$ cat src/rtl/seq_signed_divider.sv
`default_nettype none
// ============================================================================
// seq_signed_divider : radix-2 restoring signed divider (quotient toward zero)
// Rev 1.0
// ============================================================================
module seq_signed_divider #(
  parameter int DW = 15,
  parameter int VW = 7
) (
  input  logic          clk,
  input  logic          rst,
  input  logic          in_valid,
  output logic          in_ready,
  input  logic [DW-1:0] dividend,
  input  logic [VW-1:0] divisor,
  output logic          out_valid,
  input  logic          out_ready,
  output logic [DW-1:0] quotient,
  output logic [VW-1:0] remainder,
  output logic          div_by_zero,
  output logic          overflow
);

  localparam int CW = $clog2(DW);

  typedef enum logic [1:0] {IDLE, CALC, FIX, DONE} state_t;

  state_t        state;
  logic [CW-1:0] count;
  logic [VW-1:0] rem;
  logic [DW-1:0] quo;      // dividend magnitude shifts out as quotient bits shift in
  logic [VW-1:0] dmag;
  logic [VW-1:0] div_low;
  logic          sign_n;
  logic          sign_d;
  logic          zero_d;
  logic          ovf_d;

  logic [VW:0]   shifted;
  logic [VW:0]   diff;
  logic          ge;

  always_comb begin
    shifted = {rem, quo[DW-1]};
    diff    = shifted - {1'b0, dmag};
    ge      = (shifted >= {1'b0, dmag});
  end

  always_ff @(posedge clk) begin
    if (rst) begin
      state       <= IDLE;
      in_ready    <= 1'b0;
      out_valid   <= 1'b0;
      quotient    <= '0;
      remainder   <= '0;
      div_by_zero <= 1'b0;
      overflow    <= 1'b0;
      count       <= '0;
      rem         <= '0;
      quo         <= '0;
      dmag        <= '0;
      div_low     <= '0;
      sign_n      <= 1'b0;
      sign_d      <= 1'b0;
      zero_d      <= 1'b0;
      ovf_d       <= 1'b0;
    end else begin
      case (state)
        IDLE: begin
          in_ready <= 1'b1;
          if (in_valid && in_ready) begin
            in_ready <= 1'b0;
            sign_n   <= dividend[DW-1];
            sign_d   <= divisor[VW-1];
            quo      <= dividend[DW-1] ? -dividend : dividend;
            dmag     <= divisor[VW-1] ? -divisor : divisor;
            div_low  <= dividend[VW-1:0];
            rem      <= '0;
            count    <= CW'(DW-1);
            zero_d   <= (divisor == '0);
            ovf_d    <= (dividend == {1'b1, {(DW-1){1'b0}}}) && (divisor == '1);
            state    <= (divisor == '0) ? FIX : CALC;
          end
        end
        CALC: begin
          rem <= ge ? diff[VW-1:0] : shifted[VW-1:0];
          quo <= {quo[DW-2:0], ge};
          if (count == '0) state <= FIX;
          else             count <= count - CW'(1);
        end
        FIX: begin
          if (zero_d) begin
            quotient  <= '1;
            remainder <= div_low;
          end else begin
            quotient  <= (sign_n ^ sign_d) ? -quo : quo;
            remainder <= sign_n ? -rem : rem;
          end
          div_by_zero <= zero_d;
          overflow    <= ovf_d;
          state       <= DONE;
        end
        DONE: begin
          if (!out_valid) begin
            out_valid <= 1'b1;
          end else if (out_ready) begin
            out_valid <= 1'b0;
            in_ready  <= 1'b1;
            state     <= IDLE;
          end
        end
        default: state <= IDLE;
      endcase
    end
  end

endmodule
`default_nettype wire

$ cat config.mk
export PLATFORM = sky130hd
export DESIGN_NAME = seq_signed_divider
export DESIGN_NICKNAME = d
export VERILOG_FILES = /design/src/rtl/seq_signed_divider.sv
export SDC_FILE = /design/constraint.sdc
export NUM_CORES = 1
export LEC_CHECK = 0
export ABC_AREA = 1
export CAP_MARGIN = 15
export CORE_MARGIN = 2
export CORE_UTILIZATION = 52
export CTS_CLUSTER_DIAMETER = 60
export DETAILED_ROUTE_END_ITERATION = 10
export HOLD_SLACK_MARGIN = 0.1
export PLACE_DENSITY_LB_ADDON = 0.3
export SYNTH_ARGS = -nofsm -noshare
export SYNTH_HDL_FRONTEND = slang
export SYNTH_SLANG_ARGS = --single-unit
$ cat constraint.sdc
create_clock -name clk -period 2.8 [get_ports clk]
set_input_delay 0.56 -clock clk [delete_from_list [all_inputs] [get_ports clk]]
set_output_delay 0.56 -clock clk [all_outputs]
set_load 0.01 [all_outputs]
# Word-level counts from Yosys, hierarchy flattened
# Index checks and enable logic that the tools add are counted.
# W data, S select, Z words.
[word_totals] regBits=72 latchBits=0 mem_bits_rw=0 romBits=0 input_bits=26 out_inout_bits=26 word_cells=72 mem_count=0
[classes] addsub=6 mul=0 n_div=0 order_cmp=1 eq_ne=10 shift=0 mux=26 bitwise=1 reduce_logical=12
[ops] cell="$mux W15" n=4
[ops] cell="$mux W7" n=5
[ops] cell="$neg A15 Y15" n=2
[ops] cell="$pmux W15 S2" n=1
[ops] cell="$eq A15 B15 Y1 const B" n=1
[ops] cell="$neg A7 Y7" n=2
[ops] cell="$pmux W7 S2" n=1
[ops] cell="$mux W2" n=5
[ops] cell="$ne A2 B2 Y1 const B" n=5
[ops] cell="$ge A8 B7 Y1" n=1
[ops] cell="$mux W4" n=2
[ops] cell="$pmux W2 S4" n=1
[ops] cell="$pmux W4 S2" n=1
[ops] cell="$eq A7 B7 Y1 const B" n=1
[ops] cell="$logic_not A7 Y1" n=1
[ops] cell="$sub A7 B7 Y7" n=1
[ops] cell="$reduce_and A3 Y1" n=2
[ops] cell="$mux W1" n=5
[ops] cell="$eq A2 B2 Y1 const B" n=2
[ops] cell="$logic_not A4 Y1" n=1
[ops] cell="$reduce_and A2 Y1" n=2
[ops] cell="$reduce_and A4 Y1" n=1
[ops] cell="$reduce_bool A2 Y1" n=2
[ops] cell="$sub A4 B1 Y4 const B" n=1
[ops] cell="other kinds (5)" n=6

# Logic depth before layout (Yosys ltp)
# Gate-level depths: netlist of the first run.
[depth] word_depth=4 depth_mapped=11 depth_no_buf=11

# Worst setup path before layout of the first run
# No wires, ideal clock.
[synth_path] kind="reg2reg" start="reg quo[14]" end="reg rem[6]" setup_ns=0.132 t_arrival_ns=1.563 required_ns=2.668 path_slack_ns=1.105 path_stages_with_launch=12 n_path_buf=0 synth_period_minus_slack_ns=1.695 path_cell_list="dfxtp_1 inv_1 ha_1 fa_1 inv_1 nand2_1 nand2_1 nand2_1 nand3_4 nand3_1 nand3_1 a21oi_1"
[synth_between] elab_chain_cells=3 word_cells_on_any_way=4 cone_classes="1 x add/sub; 1 x order compare; 2 x mux"
[synth_lines] item="from (decl)" line="31" text="logic [DW-1:0] quo;"
[synth_lines] item="from (signal assigned)" line="75" text="quo <= dividend[DW-1] ? -dividend : dividend;"
[synth_lines] item="from (signal assigned)" line="87" text="quo <= {quo[DW-2:0], ge};"
[synth_lines] item="$sub A7 B7 Y7 / $ge A8 B7 Y1 (equally long branches)" line="45, 46"
[synth_lines] item="$mux W7 (*)" line="86" text="rem <= ge ? diff[VW-1:0] : shifted[VW-1:0];"
[synth_lines] item="$pmux W7 S2 (*)" line="68" text="case (state)"
[synth_lines] item="to (signal assigned)" line="86"
[synth_lines] item="to (decl)" line="30" text="logic [VW-1:0] rem;"
# Mark *: on every way between the ends. The rest lies on a longest branch, timed or not.
# A chain may end at the register's enable or synchronous reset.

# Worst setup path after layout of the first run
[layout_path] start="reg quo[14]" end="reg rem[3]"
# Same word-level chain as after synthesis.

==> results of run 1 <==
final cells by class:
type / instances / area, um^2
Clock buffer: 10 / 138
Clock inverter: 5 / 56.3
Fill cell: 751 / 3050
Inverter: 93 / 352
Multi-Input combinational cell: 465 / 2430
Sequential cell: 72 / 1440
Tap cell: 105 / 131
Timing Repair Buffer: 59 / 571
Yosys cell counts:
library cell / instances
o211ai_1: 8
a31o_1: 1
or2_1: 1
nor3_2: 1
a21oi_1: 56
clkbuf_2: 1
a21boi_0: 1
o21ai_1: 15
or2_0: 1
inv_1: 87
o21a_1: 1
xnor2_1: 4
a31oi_1: 11
inv_2: 5
xor2_2: 1
nand2_1: 139
ha_1: 17
clkbuf_1: 14
nand3_4: 2
a21o_1: 1
buf_2: 7
buf_1: 2
nand4_1: 9
nand3_1: 66
a21oi_4: 1
a21boi_1: 1
buf_4: 2
nor3_1: 8
nand3b_1: 1
nand2_4: 1
o21ai_0: 46
inv_4: 1
a21oi_2: 7
xor2_1: 5
o21ai_4: 1
nor2_1: 55
o21bai_2: 1
dfxtp_1: 72
o221ai_1: 2
fa_1: 1
buf_6: 1
tightest hold or removal path, cell delays in order (launching register included):
cell,delay (ps)
dfxtp_1,320
nand2_1,60
a21oi_1,50
power groups by stage:
| stage | registers (mW) | logic [mW] | clock network [mW] |
|---|---|---|---|
| after floorplan | 1.54 | 2.29 | 0 |
| final | 1.55 | 3.10 | 0.819 |
| after global routing | 1.59 | 3.52 | 0.867 |
| after detailed placement | 1.57 | 3.04 | 0 |
| after global placement | 1.55 | 2.96 | 0 |
| after CTS | 1.54 | 3.08 | 0.824 |
routing by layer:
layer  vias to the layer above  wire length (um)  global-route usage
met1                      1973              5290               0.354
met3                        26               622              0.0403
met2                       150              4770               0.406
met4                         0               262              0.0964
li1                       2247                 -                   -
met5                         -                 0                   0
cells in the final DEF (no fill, tap or decap), types with 2 or more instances in the layout:
cell type / count
a21oi_1: 56
a21oi_2: 7
a31oi_1: 11
buf_4: 8
clkbuf_8: 10
clkdlybuf4s50_1: 51
clkinv_2: 2
dfxtp_1: 72
ha_1: 17
inv_1: 87
inv_2: 5
nand2_1: 139
nand3_1: 66
nand3_4: 2
nand4_1: 9
nor2_1: 55
nor3_1: 8
o211ai_1: 8
o21ai_0: 46
o21ai_1: 15
o221ai_1: 2
xnor2_1: 4
xor2_1: 5
state kept, by name, summed over array words and instances, names as in the netlist, 2 cells and up:
| register | count |
|---|---|
| div_low | 7 |
| state | 2 |
| remainder | 7 |
| count | 4 |
| dmag | 7 |
| rem | 7 |
| quotient | 15 |
| quo | 15 |
cell families (layout without fill, tap and decap cells):
family,Yosys count,in the layout,share of synthesized area
and+or+nand+nor,284,284,0.283
buffers and inverters,120,167,0.110
xor gates and xnor gates,10,10,0.0218
DFF,72,72,0.331
AOI/OAI and AO/OA,153,153,0.201
adders and majority gates,18,18,0.0534
worst min path at each step:
stage                  endpoint  cells past startpoint
floorplan            div_low[0]                      2
finish              div_by_zero                      2
CTS                    count[0]                      2
detailed placement     count[0]                      2
global placement       count[0]                      2
global route           count[0]                      2
stage by stage:
step                hold slack (ps)   util  instances  instance area (um^2)  power, mW
CTS                             469  0.627        809                  5120       5.45
floorplan                       425      -        657                  4350       3.83
finish                          469  0.627        809                  5120       5.47
global placement                453  0.603        794                  4930       4.51
detailed placement              457  0.603        794                  4930       4.61
global route                    490  0.627        809                  5120       5.97
==> out/qor.yml, run 1 <==
outcome:
  status: "finished clean"
drt:
  drt_iter0_drc: 310
  drc_errors: 0
  routed_wl_um: 11000
  vias_per_cell: 5.43
  avgRoutedWirePerCell_um: 13.5
  first_pass_iters: 5
  num_vias: 4396
  detail-route-antenna-nets: 0
synthesis:
  yosys-top-cells-area: "dfxtp_1 (33%), nand2_1 (12%), nand3_1 (7.6%)"
  synth_top_area_share: 0.331
  netlist_area_um2: 4350
  yosysTopAreaCell: "dfxtp_1"
  netlist_instances: 657
  synth-seq-cells: 72
  syn_avg_cell_area_um2: 6.63
  yosys_warnings: 0
  ys_types: 41
  ys_seq_area_frac: 0.331
  synth_nets: 701
sta:
  fmax_mhz: 498
  rsz0062_at_grt: "false"
  finalSetupViolations: 0
  skew_ps: 9.12
  slew_headroom: 0.555
  drv_slew: 0
  worst_slack_ps: 791
  tns_ps: 0
  fin_crit_ps: 2010
  hold_violations: 0
  worst_pin_slew_ps: 667
  fin_crit_sh: 0.717
setup_path:
  r2r-end: "rem[3]"
  worstSetupEndpointType: "flop"
  endpoint: "rem[3]"
  cpMaxStageDelayCell: "o21ai_1"
  cp_max_fo: 7
  path_delay_family: "compound AO/OA/AOI/OAI gates"
  r2r_cells: 10
  cp.depth: 10
  crit_type: "reg -> reg"
  crit_buf_inv: 2
  worstReg2RegStart: "quo[14]"
  critPathLaunch: "quo[14]"
  cp-start-kind: "flop"
  cp.arrival_ps: 2230
  crit_chain: "inv_1 -> ha_1 -> fa_1 -> inv_1 -> nand2_1 -> nand2_1 -> o21ai_1 -> nand3_1 -> nand3_1 -> a21oi_1"
  r2r_slack_ps: 790
  critPathRequiredTime_ps: 3020
  max_stage_delay_ps: 430
power:
  p_int_mw: 2.88
  power_switching_share: 0.473
  peakVddDrop_mv: 0.926
  p_switching_mw: 2.59
  power.density_nw_per_um2: 1070
  pwr-share-clk: 0.150
  power.leakage_nw: 2.22
  power_frac_comb: 0.567
  p_seq_frac: 0.284
floorplanning:
  core_um2: 8180
  fp-row-count: 33
  dieHeight_um: 95.5
  ios: 52
  fp.dieW_um: 95.5
  start_util: 0.533
  dieArea_um2: 9120
place:
  routabilityCongestion: 1.04
  dp.final_hpwl_um: 8210
  dp_slack_ps: 533
  port_buffers: 51
clock_tree:
  root_buffer: "clkbuf_8"
  tritoncts.num_buffers: 9
  clkTransAtPathRegs_ps: 70
  cts_tree: "yes"
  postCtsSetupRepairBufs: 0
  htree_num_levels: 3
  clkLatencyLatePin_ps: 340
  cts_buffer_depth: 2
  cts.sinks: 72
  cts_resized: 0
  cts_hold_buf: 0
cells_and_area:
  nNetsFinal: 744
  synthToLayoutAreaGrowth_pct: 17.7
  final_layout_size_suffix_gt1_frac: 0.0625
  antenna_cells: 0
min_path:
  min_from: "div_by_zero"
  hold_path_class: "reg -> reg"
global_route:
  overflow: 0
  grt_pass1_vias: 4164
  grt_pass1_wl_um: 18700
  antenna_found_initial: 0
  grt_max_degree: 34
  grtUsageTotal: 0.257
job:
  maxCapViolCount: 0
No activity file was read; power rests on OpenSTA's default activity.
==> run 2: changes to the inputs <==
- clock period: 2.8 -> 1.9 ns (I/O delays scaled with it)
==> out/qor.yml, run 2 (same netlist as run 1, synthesis figures left out) <==
outcome:
  status: "finished clean"
power:
  p_switching_mw: 3.90  # +51%
  power.density_nw_per_um2: 1580  # +48%
  power.leakage_nw: 2.36  # +6.0%
  p_seq_frac: 0.270  # -0.014
  peakVddDrop_mv: 0.967  # +4.5%
  total_power_mw: 8.43  # +54%
  power_frac_comb: 0.574  # +0.007
  power_switching_share: 0.462  # -0.0111
  p_int_mw: 4.54  # +57%
  pwr-share-clk: 0.156  # +0.006
drt:
  vias_per_cell: 5.42  # -0.17%
  avgRoutedWirePerCell_um: 13.5  # -0.62%
  num_vias: 4524  # +2.9%
  first_pass_iters: 5  # unchanged
  drc_errors: 0  # unchanged
  drt_iter0_drc: 351  # +13%
  detail-route-antenna-nets: 0  # unchanged
  routed_wl_um: 11200  # +2.4%
sta:
  finalSetupViolations: 0  # unchanged
  fin_crit_ps: 1790  # -218 ps
  fin_crit_sh: 0.943  # +0.225
  skew_ps: 5.38  # -3.74 ps
  worst_pin_slew_ps: 373  # -293 ps
  rsz0062_at_grt: "true"
  fmax_mhz: 558  # +12%
  hold_violations: 0  # unchanged
  worst_slack_ps: 109  # -682 ps
  slew_headroom: 0.751  # +0.196
  drv_slew: 0  # unchanged
setup_path:
  cp.arrival_ps: 2020  # -210 ps
  worstSetupEndpointType: "flop"
  cp_max_fo: 8  # +1
  crit_type: "reg -> reg"
  critPathRequiredTime_ps: 2130  # -890 ps
  cp-start-kind: "flop"
clock_tree:
  htree_num_levels: 3  # unchanged
  cts.sinks: 72  # unchanged
  cts_hold_buf: 0  # unchanged
  clkTransAtPathRegs_ps: 80  # about the same
  cts_tree: "yes"
  clkLatencyLatePin_ps: 340  # about the same
  root_buffer: "clkbuf_8"
  cts_buffer_depth: 2  # unchanged
  tritoncts.num_buffers: 9  # unchanged
cells_and_area:
  fillers: 728  # -3.1%
  synthToLayoutAreaGrowth_pct: 22.9
  multiInputGateArea_um2: 2450  # +0.67%
  fin_area_um2: 5350  # +4.4%
  final_core_util: 0.654  # +0.0277
  sequential_cell_area_um2: 1440  # unchanged
  final_layout_size_suffix_gt1_frac: 0.100  # +0.0376
  final_common_cell: "nand2_1"
  reg.largest.list: "quo x15, quotient x15"
  nNetsFinal: 768  # +3.2%
  antenna_cells: 0  # unchanged
  layout_common_cells: "nand2_1 (138), inv_1 (87), dfxtp_1 (72)"
place:
  dp.final_hpwl_um: 8410  # +2.3%
  placed_cell_area_um2: 5110  # +3.6%
  port_buffers: 51  # unchanged
  dp_slack_ps: -10.3  # -543 ps
  routabilityCongestion: 0.927  # -11%
floorplanning:
  dieArea_um2: 9120  # unchanged
  fp-row-count: 33  # unchanged
  fp.dieW_um: 95.5  # unchanged
  ios: 52  # unchanged
  core_um2: 8180  # unchanged
  start_util: 0.533  # unchanged
  dieHeight_um: 95.5  # unchanged
global_route:
  grtUsageTotal: 0.263  # +0.00608
  overflow: 0  # unchanged
  grt_max_degree: 34  # unchanged
  grt_pass1_vias: 4171  # +0.17%
  grt_pass1_wl_um: 18900  # +0.92%
  antenna_found_initial: 0  # unchanged
min_path:
  hold_path_class: "reg -> reg"
job:
  maxCapViolCount: 0  # unchanged
run 2: stage by stage:
| stage | setup TNS [ps] | std cells | hold WS (ps) |
|---|---|---|---|
| after floorplan | 0 | 657 | 425 |
| after global placement | 0 | 816 | 435 |
| after detailed placement | -17.9 | 816 | 456 |
| after CTS | 0 | 832 | 466 |
| after global routing | -3.85 | 834 | 477 |
| final | 0 | 834 | 461 |
run 2: repair_timing:
| action | 4_1_cts | 5_1_grt |
|---|---|---|
| setup endpoints to repair | 6 | 14 |
| resized for setup | 1 | 4 |
| pin swaps | 0 | 1 |
| hold endpoints to repair | 0 | 0 |
| buffers inserted | 0 | 2 |
run 2: final timing paths:
kind / slack, ps / cells after the start / start / to
worst min register to register: 460 / 2 / div_low[0] / div_low[0]
worst max-delay path: 110 / 11 / quo[14] / rem[5]
worst max register to register: 110 / 11 / quo[14] / rem[5]
worst min-delay path: 460 / 2 / div_low[0] / div_low[0]
run 2: cell type report:
type                       count  area share
timing repair buffer          83       0.143
clock inverter                 6      0.0157
inverter                      93      0.0657
multi-input combinational    465       0.458
tap                          105      0.0246
sequential                    72       0.269
clock buffer                  10      0.0239
run 2: metal layers:
| layer | up-vias | track usage | share of wire |
|---|---|---|---|
| met5 | - | 0 | 0 |
| met4 | 0 | 0.0786 | 0.019 |
| met3 | 19 | 0.0514 | 0.062 |
| met2 | 167 | 0.427 | 0.45 |
| met1 | 2046 | 0.354 | 0.47 |
| li1 | 2292 | - | - |
run 2: power by group through the flow:
| stage | Clock, mW | Combinational [mW] | Sequential (mW) |
|---|---|---|---|
| 6_report | 1.32 | 4.84 | 2.27 |
| 3_5_place_dp | 0 | 4.66 | 2.30 |
| 3_3_place_gp | 0 | 4.52 | 2.27 |
| 2_1_floorplan | 0 | 3.38 | 2.27 |
| 4_1_cts | 1.34 | 4.73 | 2.26 |
| 5_1_grt | 1.39 | 5.47 | 2.33 |
run 2: critical path: stages, from the launching register on:
cell and delay [ps]:
dfxtp_1 340, inv_1 80, ha_1 230, fa_2 360, inv_1 80, nand2_1 60, nand2_2 90, nand2_1 90
nand3_4 120, nand3_1 100, nand3_1 80, a21oi_1 60
==> run 3: changes to the inputs <==
- SETUP_SLACK_MARGIN: default -> 0.1
==> out/qor.yml, run 3 (same netlist as run 1, synthesis figures left out) <==
outcome:
  status: "finished clean"
cells_and_area:
  final_layout_size_suffix_gt1_frac: 0.115  # +0.0149
  fillers: 718  # -1.4%
  final_common_cell: "nand2_1"
  multiInputGateArea_um2: 2510  # +2.3%
  antenna_cells: 0  # unchanged
  reg.largest.list: "quo x15, quotient x15"
  sequential_cell_area_um2: 1440  # +0.17%
  layout_common_cells: "nand2_1 (136), inv_1 (87), dfxtp_1 (70)"
  nNetsFinal: 769  # +0.13%
  fin_area_um2: 5420  # +1.3%
  synthToLayoutAreaGrowth_pct: 24.5
setup_path:
  critPathRequiredTime_ps: 2130  # about the same
  cp_max_fo: 8  # unchanged
  cp.arrival_ps: 1950  # -70 ps
  cpMaxStageDelayCell: "fa_2"
  cp-start-kind: "flop"
  path_delay_family: "adder cells"
  crit_type: "reg -> reg"
  worstReg2RegStart: "quo[14]"
  critPathLaunch: "quo[14]"
  worstSetupEndpointType: "flop"
  crit_chain: "inv_1 -> ha_2 -> fa_2 -> inv_1 -> nand2_1 -> nand2_2 -> nand2_2 -> nand3_4 -> nand3_1 -> nand3_1 -> a21oi_1"
  crit_buf_inv: 2  # unchanged
  max_stage_delay_ps: 350  # about the same
floorplanning:
  fp.dieW_um: 95.5  # unchanged
  ios: 52  # unchanged
  core_um2: 8180  # unchanged
  start_util: 0.533  # unchanged
  fp-row-count: 33  # unchanged
  dieHeight_um: 95.5  # unchanged
  dieArea_um2: 9120  # unchanged
sta:
  fin_crit_ps: 1720  # -67.5 ps
  hold_violations: 0  # unchanged
  drv_slew: 0  # unchanged
  skew_ps: 4.86  # -0.513 ps
  slew_headroom: 0.760  # +0.00928
  worst_pin_slew_ps: 357  # -16.2 ps
  rsz0062_at_grt: "true"
  finalSetupViolations: 0  # unchanged
  fmax_mhz: 580  # +3.9%
  worst_slack_ps: 176  # +67.5 ps
  fin_crit_sh: 0.907  # -0.0355
place:
  placed_cell_area_um2: 5110  # unchanged
  port_buffers: 51  # unchanged
  dp.final_hpwl_um: 8410  # unchanged
  dp_slack_ps: -10.3  # unchanged
  routabilityCongestion: 0.927  # unchanged
power:
  power_switching_share: 0.459  # -0.00290
  peakVddDrop_mv: 0.981  # +1.4%
  power_frac_comb: 0.584  # +0.010
  p_int_mw: 4.69  # +3.4%
  pwr-share-clk: 0.152  # -0.004
  power.density_nw_per_um2: 1600  # +1.5%
  p_switching_mw: 3.98  # +2.2%
  power.leakage_nw: 2.37  # +0.41%
  p_seq_frac: 0.264  # -0.006
global_route:
  grt.met1_usage: 0.354  # about the same
  grt_max_degree: 34  # unchanged
  grt-busiest-layer: "met2"
  grt_pass1_wl_um: 18900  # unchanged
  antenna_found_initial: 0  # unchanged
  gr-usage-met3: 0.0514  # unchanged
  grt_pass1_vias: 4173  # +0.048%
  met2_usage: 0.427  # unchanged
  overflow: 0  # unchanged
  grtUsageTotal: 0.263  # about the same
clock_tree:
  cts_buffer_depth: 2  # unchanged
  cts_tree: "yes"
  root_buffer: "clkbuf_8"
  htree_num_levels: 3  # unchanged
  clkTransAtPathRegs_ps: 80  # about the same
  cts.sinks: 72  # unchanged
  clkLatencyLatePin_ps: 340  # about the same
  tritoncts.num_buffers: 9  # unchanged
  cts_hold_buf: 0  # unchanged
drt:
  first_pass_iters: 5  # unchanged
  vias_per_cell: 5.42  # -0.16%
  drc_errors: 0  # unchanged
  drt_iter0_drc: 340  # -3.1%
  routed_wl_um: 11200  # about the same
  detail-route-antenna-nets: 0  # unchanged
  num_vias: 4522  # -0.044%
  avgRoutedWirePerCell_um: 13.4  # -0.15%
job:
  maxCapViolCount: 0  # unchanged
min_path:
  min_from: "count[0]"
  hold_path_class: "reg -> reg"
==> run 3: changes by cell type in the layout (fill, tap and decap cells not counted), moves of 2 or more <==
cell | previous run | this run
nand2_1 | 138 | 136
dfxtp_2 | 0 | 2
ha_1 | 17 | 13
dfxtp_1 | 72 | 70
nand2_2 | 1 | 3
ha_2 | 0 | 2
ha_4 | 0 | 2
==> run 3: per-layer routing <==
| metal | wire [um] | vias to the layer above |
|---|---|---|
| met2 | 5050 | 151 |
| met5 | 0 | - |
| met3 | 691 | 19 |
| met4 | 207 | 0 |
| met1 | 5270 | 2054 |
| li1 | - | 2298 |
==> run 3: path summary, 6_finish.rpt <==
path              endpoint  slack, ps  depth (start not counted)
hold / removal    count[0]        470                          2
setup reg to reg    rem[5]        180                         11
setup / recovery    rem[5]        180                         11
hold reg to reg   count[0]        470                          2
==> run 3: area by class of cell <==
class | count | share of cell area
multi-input combinational | 465 | 0.463
sequential | 72 | 0.266
timing repair buffer | 84 | 0.143
inverter | 93 | 0.0649
tap | 105 | 0.0242
clock buffer | 10 | 0.0235
clock inverter | 6 | 0.0155
==> run 3: power groups by stage <==
stage	registers, mW	logic [mW]	clock network [mW]
after floorplan	2.27	3.38	0
after global placement	2.27	4.52	0
after detailed placement	2.30	4.66	0
after CTS	2.27	4.74	1.34
after global routing	2.34	5.72	1.39
final	2.29	5.07	1.32
==> run 3: through the flow <==
step / util / hold slack (ps) / power [mW] / TNS, ps / std cells
floorplan: - / 425 / 5.64 / 0 / 657
global placement: 0.625 / 435 / 6.79 / 0 / 816
detailed placement: 0.625 / 456 / 6.95 / -17.9 / 816
CTS: 0.652 / 466 / 8.34 / 0 / 832
global route: 0.663 / 477 / 9.46 / 0 / 835
finish: 0.663 / 467 / 8.67 / 0 / 835
==> run 3: repair_timing <==
action | in CTS | in global routing
setup endpoints to repair | 8 | 26
pin swaps | 0 | 5
endpoints found under the hold margin | 0 | 0
buffers inserted | 0 | 3
gates resized for setup | 3 | 15
==> run 3: worst register-to-register path, delay by kind of cell, from the launching register on <==
kind | cells | cell delay, ps
adders and majority gates | 2 | 540
and+or+nand+nor | 6 | 540
AOI/OAI and AO/OA | 1 | 60
DFF | 1 | 330
buffers and inverters | 2 | 150
==> patch 1 (config.mk and constraints of run 3) <==
Make the reset (`rst`) asynchronous in one clocked block.
--- a/src/rtl/seq_signed_divider.sv
+++ b/src/rtl/seq_signed_divider.sv
@@ -46,7 +46,7 @@
     ge      = (shifted >= {1'b0, dmag});
   end
 
-  always_ff @(posedge clk) begin
+  always_ff @(posedge clk or posedge rst) begin
     if (rst) begin
       state       <= IDLE;
       in_ready    <= 1'b0;
Behaviour: differs if rst is asserted again (counterexample within 4 cycles, from zero or initial values and one cycle with rst high); with rst held inactive, the same outputs for 10 cycles.
==> patch 1 against run 3 <==
Area after synthesis is 2.4% higher. Sequential power is 23% higher. Die area is 2.3% higher. Critical path depth is 3 lower. Maximum frequency is 2.3% lower. Cell area is 3.1% higher. Total power is 16% higher. Setup slack worse by 41 ps. Cell count is 3.2% lower. Routed wire length is 1.9% higher. Sequential cell count stayed put.
==> patch 1: results (changes against run 3) <==
- WL/cell: 14.1 um (+5.3%)
- Ant. Diodes: 0 (unchanged)
- Setup Skew: 12.7 ps (+7.84 ps)
- Nets: 742 (-3.5%)
- Yosys warnings: 0 (unchanged)
- Root cell of the clock tree: clkbuf_8
- DPL Wire Length: 8490 um (+1.0%)
- Share of cells above drive strength 1: 11.9% (+0.44 points)
- Vias post-DR: 4382 (-3.1%)
- Status: finished, final reports clean
- Yosys cell types: 36 (-12%)
- Hold Path Class: input pin to asynchronous set/reset pin
- CTS HTree Levels: 3 (unchanged)
- Vias per inst: 5.42 (+0.14%)
- Cell Area, Placed: 5230 um2 (+2.3%)
- Largest cells by area after synthesis: dfrtp_1, nand2_1, nand3_1, inv_1, o21ai_0
- Vias in the first global route: 4179 (+0.14%)
- VDD IR max: 0.989 mV (+0.76%)
- Filler Cell Count: 717 (-0.14%)
- Hold_ws: 446 ps (-20.7 ps)
- Leak: 2.77 nW (+17%)
- Total track usage: 24.8% (-1.5 points)
- Ys async rst share: 100% (+100 points)
- Syn_nets: 666 (-5.0%)
- Pre-antenna DRT Iters: 5 (unchanged)
- Arr. time, crit path: 1990 ps (+40 ps)
- FF-to-FF Start: rem[4]
- Worst slack, placed: -89.0 ps (-78.7 ps)
- CTS Buf Count: 9 (unchanged)
- Clock transition at path regs: 90 ps
- IO Port Bufs: 51 (unchanged)
- Leading cell types by count after synthesis: nand2_1, inv_1, dfrtp_1
- Max clock buf depth: 2 (unchanged)
- Seq/Total Area, Yosys: 40.4% (+7.3 points)
- Placed instance count: 788 (-3.4%)
- Clock latency on the worst-skew pair: 350 ps
- Final Max Tran Viols: 0 (unchanged)
- Crit path max fanout: 6 (-2)
- Syn Inst Count: 622 (-5.3%)
- First-pass GRT wire length: 19400 um (+2.6%)
- Hold Fails Final Rpt: 0 (unchanged)
- Largest net degree at the start of global routing: 50 (+47%)
- Largest regs: quo x15, quotient x15
- Initial antenna violation count: 0 (unchanged)
- Worst Reg-to-Reg Cells: 8 (-3)
- Worst slew pin tran: 442 ps (+84.8 ps)
- Gpl congestion: 0.873 (-5.8%)
- Initial detailed-routing violation count: 308 (-9.4%)
- RR Endpoint: rem[5]
- Reg2Reg Setup Slack: 140 ps (-40 ps)
- Core area: 8260 um2 (+1.0%)
==> patch 1: changes by cell type in the layout (fill, tap and decap cells not counted), sizes merged, moves of 4 or more <==
cell and change:
a21oi -37, dfxtp -72, o21ai -12, clkinv -4
o22ai +6, dfrtp +72, nor2 -6, a31oi -6
nand2 +37
==> patch 1: cell type report <==
class / count / area [um2] / share of cell area, %
tap: 105 / 131 / 2.35
sequential: 72 / 1800 / 32.3
inverter: 88 / 342 / 6.11
timing repair buffer: 81 / 748 / 13.4
clock buffer: 9 / 124 / 2.22
multi-input combinational: 446 / 2340 / 41.8
clock inverter: 7 / 101 / 1.81
==> patch 1: how the worst max path moves through the flow <==
| stage | startpoint | endpoint | slack (ps) |
|---|---|---|---|
| finish | rem[4] | rem[5] | 140 |
| global route | rem[4] | rem[5] | 50 |
| CTS | rem[4] | quo[0] | 110 |
| detailed placement | dividend[1] | quo[8] | -90 |
| global placement | dividend[1] | quo[8] | -30 |
| floorplan | quo[14] | rem[5] | 150 |
==> patch 1: logic make-up (layout without fill, tap and decap cells) <==
group / after synthesis / after routing / synth area share, %
adder cells (fa/ha/maj): 18 / 18 / 5.22
AND/OR/NAND/NOR: 317 / 318 / 30.2
XOR/XNOR: 10 / 10 / 1.96
flip-flops: 72 / 72 / 40.4
buffers and inverters: 105 / 185 / 9.54
AO/OA/AOI/OAI: 100 / 100 / 12.7
==> patch 1: worst max-delay path, cell delays in order, from the launching register on <==
cell	delay, ps
dfrtp_2	460
ha_4	290
nand2_1	100
nor3_4	290
nand2_2	130
nand3_4	130
nand3_1	90
nand3_1	90
nand2_1	60
==> patch 1: layer usage <==
layer	vias to the layer above	track usage, %	wire [um]	share of wire (%)
met4	0	6.18	220	1.9
met1	2034	36.1	5280	46
met5	-	0	0	0
met3	24	3.76	718	6.3
li1	2163	-	-	-
met2	161	39.1	5200	46
==> patch 1: report_power, final <==
group / total, mW / leakage, nW / switching [mW] / internal, mW
clock: 1.38 / 0.107 / 0.632 / 0.753
combinational: 5.83 / 1.80 / 3.42 / 2.41
sequential: 2.81 / 0.868 / 0.561 / 2.25
total: 10.0 / 2.77 / 4.61 / 5.41
==> patch 1: repair_timing <==
| item | in CTS | in global routing |
|---|---|---|
| pin swaps | 0 | 8 |
| setup endpoints to repair | 8 | 17 |
| resized for setup | 6 | 24 |
| buffers inserted | 0 | 3 |
| gates cloned | 1 | 0 |
==> patch 2 (settings of run 3) <==
Made on the original files. The parameter `VW` goes from 7 to 14.
--- a/src/rtl/seq_signed_divider.sv
+++ b/src/rtl/seq_signed_divider.sv
@@ -5,7 +5,7 @@
 // ============================================================================
 module seq_signed_divider #(
   parameter int DW = 15,
-  parameter int VW = 7
+  parameter int VW = 14
 ) (
   input  logic          clk,
   input  logic          rst,
Ports: changed (resized divisor and remainder); port bits go from 52 to 66. The function was not compared with the original's and may differ.
==> patch 2 against run 3 <==
The run now ends with negative setup slack left. Via count rose by 62%. Setup slack got worse by 240 ps. Area after synthesis is 43% higher. Cell area rose by 60%. Synthesized cell count up 49%. Sequential cell count rose by 28. Cell count up 54%. Routed wire length up 79%. Worst hold slack got worse by 27 ps. Clock skew rose by 7.2 ps.
Power is left out: the tool's default activity adds up to more than one toggle a clock period on the data nets, which glitch-free logic cannot reach.
==> patch 2: results (changes against run 3) <==
- Status: complete, but fails checks
- Failing checks: negative setup slack
- Post-layout worst setup margin: -63.0 ps (-239 ps)
- Vias per inst: 5.70 (+5.3%)
- Setup Skew: 12.0 ps (+7.18 ps)
- DPL Wire Length: 13300 um (+58%)
- Filler Cell Count: 850 (+18%)
- Compound-gate portion of the synthesized area: 18.8% (-1.4 points)
- Largest cells by area after synthesis: dfxtp_1, nand2_1, a21oi_1, inv_1, nand3_1
- Share of cells above drive strength 1: 24.3% (+13 points)
- Gpl congestion: 0.961 (+3.7%)
- Worst slew pin tran: 680 ps (+323 ps)
- Critical Path Slowest Stage Cell: dfxtp_2
- Seq/Total Area, Yosys: 32.2% (-0.94 points)
- Non-Filler Instances: 1282 (+54%)
- CTS Buf Count: 9 (unchanged)
- First-pass GRT wire length: 30700 um (+63%)
- Clock latency on the worst-skew pair: 360 ps (+20 ps)
- Final setup vio count: 4 (+4)
- Hold Path Class: input pin to register
- Arr. time, crit path: 2250 ps (+300 ps)
- Adder-cell area share of the yosys netlist: 5.35% (about the same)
- Syn_nets: 1035 (+48%)
- Root cell of the clock tree: clkbuf_16
- Largest net degree at the start of global routing: 56 (+65%)
- Initial detailed-routing violation count: 759 (+120%)
- Synth Area in XOR/XNOR: 2.53% (+0.35 points)
- Post-Route WL: 20100 um (+79%)
- Vias in the first global route: 6438 (+54%)
- IO Port Bufs: 65 (+27%)
- Mapped Avg Cell Area: 6.38 um2 (-3.8%)
- Total track usage: 29.4% (+3.2 points)
- Top cell family by delay on the critical path: simple AND/OR/NAND/NOR gates
- Nets: 1193 (+55%)
- Pre-antenna DRT Iters: 6 (+1)
-- patch 2: final timing paths --
kind	to	from	slack (ps)	cells after the start
worst min-delay path	dmag[0]	divisor[0]	440	4
worst min register to register	count[0]	count[0]	460	2
worst max-delay path	rem[2]	quo[14]	-60	12
worst max register to register	rem[2]	quo[14]	-60	12
-- patch 2: cells by family after synthesis --
group | count (synthesis)
buffers and inverters | 167
adder cells (fa/ha/maj) | 26
AND/OR/NAND/NOR | 448
flip-flops | 100
AO/OA/AOI/OAI | 217
XOR/XNOR | 18
-- patch 2: layout make-up --
type                            instances  area [um2]  share of cell area (%)
Clock inverter                          4        55.1                   0.633
Clock buffer                           12         246                    2.83
Sequential cell                       100        2030                    23.3
Tap cell                              143         179                    2.06
Timing Repair Buffer                  185        1630                    18.7
Inverter                              129         492                    5.65
Multi-Input combinational cell        709        4070                    46.8
-- patch 2: worst register-to-register path: stages (launching register included) --
cell	delay, ps
dfxtp_2	360
inv_4	50
buf_6	110
ha_4	260
nand2_2	60
nor2_2	110
nand4_1	200
nand3_4	200
buf_6	160
nor2_2	50
nor2_2	150
nand2_2	70
a21oi_1	120
-- patch 2: layer usage --
metal	vias up	part of all wire, %	global-route usage (%)
li1	3519	-	-
met4	0	3.0	9.43
met5	-	0	0
met2	388	45	46.2
met3	68	9.5	5.31
met1	3333	43	41.3
-- patch 2: metrics by stage --
step / worst slack [ps] / area [um2] / TNS, ps
after floorplan: 111 / 6220 / 0
after global placement: -189 / 7690 / -1600
after detailed placement: -236 / 7690 / -2880
after CTS: 75.8 / 8260 / 0
after global routing: -180 / 8700 / -1640
final: -63.0 / 8700 / -174
-- patch 2: repair_timing --
action | CTS | global route
hold buffers | 0 | 0
cloned | 1 | 0
endpoints found under the setup margin | 18 | 58
resized for setup | 49 | 106
buffers inserted | 2 | 15
pin swaps | 14 | 45
